==> config.mk <==
export PLATFORM = sky130hd
export DESIGN_NAME = spi_cmd_ctrl
export DESIGN_NICKNAME = d
export VERILOG_FILES = /design/src/rtl/spi_cmd_ctrl.sv
export SDC_FILE = /design/constraint.sdc
export NUM_CORES = 1
export LEC_CHECK = 0
export ABC_CLOCK_PERIOD_IN_PS = 3100
export BUFFER_PORTS_ARGS = -buffer_cell sky130_fd_sc_hd__buf_2
export CAP_MARGIN = 20
export CORE_MARGIN = 3
export CORE_UTILIZATION = 53
export DETAILED_ROUTE_END_ITERATION = 16
export PLACE_DENSITY = 0.82
export SYNTH_ARGS = -nofsm -noshare
export SYNTH_HDL_FRONTEND = slang
export SYNTH_SLANG_ARGS = --single-unit
==> constraint.sdc <==
create_clock -name sys_clk -period 3.1 [get_ports sys_clk]
set_clock_uncertainty 0.15 [all_clocks]
set_input_delay 0.62 -clock sys_clk [delete_from_list [all_inputs] [get_ports sys_clk]]
set_output_delay 0.62 -clock sys_clk [all_outputs]
set_load 0.02 [all_outputs]
==> src/rtl/spi_cmd_ctrl.sv <==
// spi_cmd_ctrl: sys_clk-side command sequencer that turns spi_byte bytes into single-byte bus transactions.
// Define SPI_CMD_AUTOINC_EN to enable WRITE_NEXT/READ_NEXT; ADDR_WIDTH must be at least 17.
module spi_cmd_ctrl #(
  parameter int ADDR_WIDTH  = 17,
  parameter int SYNC_STAGES = 2
) (
  input  logic                  sys_clk,
  input  logic                  reset,
  input  logic                  spi_cs_n,
  input  logic                  spi_done,
  input  logic [7:0]            spi_rx_data,
  output logic [7:0]            spi_tx_data,
  output logic                  bus_req,
  output logic                  bus_we,
  output logic [ADDR_WIDTH-1:0] bus_addr,
  output logic [7:0]            bus_wr_data,
  input  logic                  bus_ack,
  input  logic [7:0]            bus_rd_data,
  output logic                  busy,
  output logic                  error
);

  typedef enum logic [2:0] {
    S_IDLE,
    S_ADDR_HI,
    S_ADDR_LO,
    S_DATA,
    S_BUS,
    S_ERR
  } state_t;

  state_t                  state_q, state_d;
  logic [SYNC_STAGES-1:0]  cs_sync_q, cs_sync_d;
  logic [SYNC_STAGES-1:0]  done_sync_q, done_sync_d;
  logic                    cs_prev_q, cs_prev_d;
  logic                    done_prev_q, done_prev_d;
  logic                    bus_req_q, bus_req_d;
  logic                    bus_we_q, bus_we_d;
  logic [ADDR_WIDTH-1:0]   bus_addr_q, bus_addr_d;
  logic [7:0]              bus_wr_data_q, bus_wr_data_d;
  logic [7:0]              spi_tx_data_q, spi_tx_data_d;
  logic                    busy_q, busy_d;
  logic                    error_q, error_d;
`ifdef SPI_CMD_AUTOINC_EN
  logic [ADDR_WIDTH-1:0]   stored_addr_q, stored_addr_d;
`endif

  logic cs_s;
  logic done_s;
  logic byte_valid;
  logic cs_fall;

  // Both synchronisers reset to 1 so the idle-high lines never look like an edge after reset.
  always_comb begin
    cs_sync_d   = {cs_sync_q[SYNC_STAGES-2:0], spi_cs_n};
    done_sync_d = {done_sync_q[SYNC_STAGES-2:0], spi_done};
    cs_s        = cs_sync_q[SYNC_STAGES-1];
    done_s      = done_sync_q[SYNC_STAGES-1];
    cs_prev_d   = cs_s;
    done_prev_d = done_s;
    byte_valid  = done_s & ~done_prev_q & ~cs_s;
    cs_fall     = cs_prev_q & ~cs_s;
  end

  always_comb begin
    state_d       = state_q;
    bus_req_d     = bus_req_q;
    bus_we_d      = bus_we_q;
    bus_addr_d    = bus_addr_q;
    bus_wr_data_d = bus_wr_data_q;
    spi_tx_data_d = spi_tx_data_q;
    error_d       = error_q;
`ifdef SPI_CMD_AUTOINC_EN
    stored_addr_d = stored_addr_q;
`endif
    if (cs_fall) begin
      error_d = 1'b0;
    end

    case (state_q)
      S_IDLE: begin
        if (byte_valid) begin
          if (!spi_rx_data[7]) begin
            bus_we_d       = ~spi_rx_data[6];
            bus_addr_d     = '0;
            bus_addr_d[16] = spi_rx_data[0];
            state_d        = S_ADDR_HI;
          end else begin
`ifdef SPI_CMD_AUTOINC_EN
            bus_we_d   = ~spi_rx_data[6];
            bus_addr_d = stored_addr_q + ADDR_WIDTH'(1);
            state_d    = spi_rx_data[6] ? S_BUS : S_DATA;
`else
            error_d = 1'b1;
            state_d = S_ERR;
`endif
          end
        end
      end
      S_ADDR_HI: begin
        if (cs_s) begin
          state_d = S_IDLE;
        end else if (byte_valid) begin
          bus_addr_d[15:8] = spi_rx_data;
          state_d          = S_ADDR_LO;
        end
      end
      S_ADDR_LO: begin
        if (cs_s) begin
          state_d = S_IDLE;
        end else if (byte_valid) begin
          bus_addr_d[7:0] = spi_rx_data;
          state_d         = bus_we_q ? S_DATA : S_BUS;
        end
      end
      S_DATA: begin
        if (cs_s) begin
          state_d = S_IDLE;
        end else if (byte_valid) begin
          bus_wr_data_d = spi_rx_data;
          state_d       = S_BUS;
        end
      end
      // Once here the transaction always completes, regardless of cs_n or further bytes.
      S_BUS: begin
        if (bus_req_q && bus_ack) begin
          bus_req_d = 1'b0;
          if (!bus_we_q) begin
            spi_tx_data_d = bus_rd_data;
          end
`ifdef SPI_CMD_AUTOINC_EN
          stored_addr_d = bus_addr_q;
`endif
          state_d = S_IDLE;
        end else begin
          bus_req_d = 1'b1;
        end
      end
      S_ERR: begin
        if (cs_s) begin
          state_d = S_IDLE;
        end
      end
      default: begin
        state_d = S_IDLE;
      end
    endcase

    busy_d = (state_d != S_IDLE);
  end

  always_ff @(posedge sys_clk) begin
    if (reset) begin
      state_q       <= S_IDLE;
      cs_sync_q     <= '1;
      done_sync_q   <= '1;
      cs_prev_q     <= 1'b1;
      done_prev_q   <= 1'b1;
      bus_req_q     <= 1'b0;
      bus_we_q      <= 1'b0;
      bus_addr_q    <= '0;
      bus_wr_data_q <= '0;
      spi_tx_data_q <= '0;
      busy_q        <= 1'b0;
      error_q       <= 1'b0;
`ifdef SPI_CMD_AUTOINC_EN
      stored_addr_q <= '0;
`endif
    end else begin
      state_q       <= state_d;
      cs_sync_q     <= cs_sync_d;
      done_sync_q   <= done_sync_d;
      cs_prev_q     <= cs_prev_d;
      done_prev_q   <= done_prev_d;
      bus_req_q     <= bus_req_d;
      bus_we_q      <= bus_we_d;
      bus_addr_q    <= bus_addr_d;
      bus_wr_data_q <= bus_wr_data_d;
      spi_tx_data_q <= spi_tx_data_d;
      busy_q        <= busy_d;
      error_q       <= error_d;
`ifdef SPI_CMD_AUTOINC_EN
      stored_addr_q <= stored_addr_d;
`endif
    end
  end

  assign spi_tx_data = spi_tx_data_q;
  assign bus_req     = bus_req_q;
  assign bus_we      = bus_we_q;
  assign bus_addr    = bus_addr_q;
  assign bus_wr_data = bus_wr_data_q;
  assign busy        = busy_q;
  assign error       = error_q;

endmodule

==> out/metrics.yaml <==
crit_path_cell_trace: "or3b_2, nor3_2, mux2i_1, nor2_1"
wl_per_cell_um: 13.3
status: "finished clean"
synth_area_um2: 1830
synth_area_leader_cell: "dfxtp_1"
synth_fp_nets: 205
n_antenna_cell: 0
final_common_cell: "buf_2"
drc: 0
layout.nets: 258
start_util_pct: 57.6
hold_start: "done_sync_q[0]"
cts_tree: "done"
synth_cell_types: 31
hold_violations: 0
rr_worst_depth: 4
cts_made_buffers: 5
rsz0062_at_grt: "no"
cts.sinks: 46
max_freq_ghz: 0.454
grt_first_pass_wirelength_mm: 6.20
fp.dieArea_um2: 4190
max_stage_delay_ns: 0.59
clock_latency_ns: 0.36
holdPathStages: 1
io_buffers: 57
ys_ff_latch: 46
ant_nets: 0
rows: 20
io_pins: 58
whs_endpoint: "done_sync_q[1]"
drive_above_1_share_pct: 30.9
die_x_um: 64.8
synth_cells: 184
fillers: 294
place_congestion: 0.841
arrival_ns: 2.28
ctsHtreeMaxLevel: 2
worstPathMaxFanout: 14
clk_pin_slew_ns: 0.12
dpl.cell_count: 274
holdCritPathClass: "register to register"
vias_per_cell: 5.13
max_cap_viol_count: 0
drt_iter0_drc: 82
drv_slew: 0
syn_to_final_growth_pct: 18.7
yosysWarnings: 0
cp.required_ns: 3.18
rr_startpoint: "state_q[0]"
peakVddDrop_mv: 0.226
coreArea_um2: 3180
cts_root_buffer: "clkbuf_4"
hold_buffers: 0
cts_buffer_depth: 2
avgSynthCellArea_um2: 9.94
r2r_end: "bus_addr[3]"
synth_area_leaders: "dfxtp_1 50%, mux2i_1 19%, nor2_1 8.2%, and2_1 4.8%, or2_2 2.1%"
path_class: "register to register"
period_minus_slack_ns: 2.20
grt_usage_pct: 19.0
synth.top_cell.area_share_pct: 50.3
vias: 1436
chipHeight_um: 64.8
p_leak_uw: 0.00106
powerDensity_nw_per_um2: 418
antenna_found_initial: 0
maxSlewHeadroom_pct: 48.3
overflow: 0
post_cts_resize_count: 0
max_slew.worst_pin.slew_ns: 0.776
grt_pass1_vias: 1364
r2r_slack_ns: 0.90
synth-seq-area-share_pct: 50.3
timing.hold.ws_ns: 0.271
place_hpwl_mm: 2.70
fin_setup_tns_ns: 0
cp_slowest_cell: "nor3_2"
drt-total-wl_mm: 3.72
final_cell_mix: "57 x buf_2, 46 x dfxtp_1, 40 x nor2_1"
start_kind: "register"
setup_slack_ns: 0.899
setup_viol: 0
postCtsSetupBuffers: 0
post-route-period-util_pct: 71.0
grt_start_max_net_pins: 44
endpoint_kind: "register"
stdcell_count: 280
post-place-ws_ns: 0.912
dr.pass1.iters: 4
==> registers in the layout, indices dropped and copies added, names as in the netlist <==
| name | count |
|---|---|
| done_sync_q | 2 |
| busy | 1 |
| bus_req | 1 |
| state_q | 3 |
| spi_tx_data | 8 |
| bus_wr_data | 8 |
| bus_we | 1 |
| done_prev_q | 1 |
| cs_sync_q | 2 |
| error | 1 |
| bus_addr | 17 |
| cs_prev_q | 1 |
==> metal layers <==
metal	share of wire, %	vias up	GRT usage, %	routed length, µm
met5	0	-	0	0
met4	2.0	0	9.76	74
met3	7.6	8	5.72	281
met2	42	46	28.4	1570
met1	48	666	24.7	1790
li1	-	716	-	-
==> worst max path at each step <==
stage | startpoint | slack (ns) | endpoint | depth (start not counted)
detailed placement | state_q[0] | 0.91 | bus_addr[3] | 4
CTS | state_q[0] | 0.89 | bus_addr[3] | 4
global placement | state_q[0] | 0.98 | bus_addr[5] | 4
floorplan | state_q[0] | 1.23 | bus_addr[0] | 4
finish | state_q[0] | 0.90 | bus_addr[3] | 4
global route | state_q[0] | 0.72 | bus_addr[3] | 4
==> report_power, final <==
part	total (µW)	switching (µW)	internal, µW	leakage, µW
Combinational	37.2	21.9	15.3	0.000661
Sequential	596	1.93	594	0.000372
Clock	274	171	102	0.0000302
==> cells in the mapped netlist <==
library cell / count
a21o_1: 1
dfxtp_1: 46
or4_1: 1
clkbuf_1: 9
o21a_1: 1
nor3_2: 1
or3_1: 1
or2_1: 1
a21oi_1: 2
nor4_1: 1
a2111oi_4: 1
nand2b_1: 2
or3b_2: 1
a31oi_1: 1
nor2_1: 40
or2_2: 6
inv_1: 3
and2_1: 14
buf_6: 1
nor2b_1: 2
buf_2: 1
mux2i_1: 35
nand2_1: 3
or4bb_1: 1
a221oi_1: 1
o21ai_0: 1
o21bai_1: 1
nor3_1: 1
o32a_1: 1
mux2_2: 1
a211oi_1: 3
==> final cells by class <==
class / instances / area (µm²) / area share [%]
clock buffers: 6 / 51.3 / 2.36
flip-flops and latches: 46 / 921 / 42.4
repair buffers: 57 / 285 / 13.1
multi-input cells: 124 / 847 / 39.0
inverters: 3 / 11.3 / 0.519
well taps: 44 / 55.1 / 2.54
==> logic make-up after synthesis <==
| group | share of synthesized area, % |
|---|---|
| and+or+nand+nor | 20.4 |
| DFF | 50.3 |
| muxes | 19.8 |
| buffers and inverters | 3.35 |
| AOI/OAI and AO/OA | 6.16 |
==> worst max-delay path, delay by kind of cell, from the launching register on <==
kind / cells / cell delay, ns
simple gates: 3 / 1.20
mux: 1 / 0.27
flops: 1 / 0.44
==> per-stage QoR <==
step	total power, µW	instance area [µm²]	util (%)
detailed placement	647	2120	66.7
global route	940	2170	68.3
CTS	910	2170	68.3
global placement	646	2120	66.7
floorplan	628	1830	-
finish	907	2170	68.3
Power figures use the tool's default switching activity.
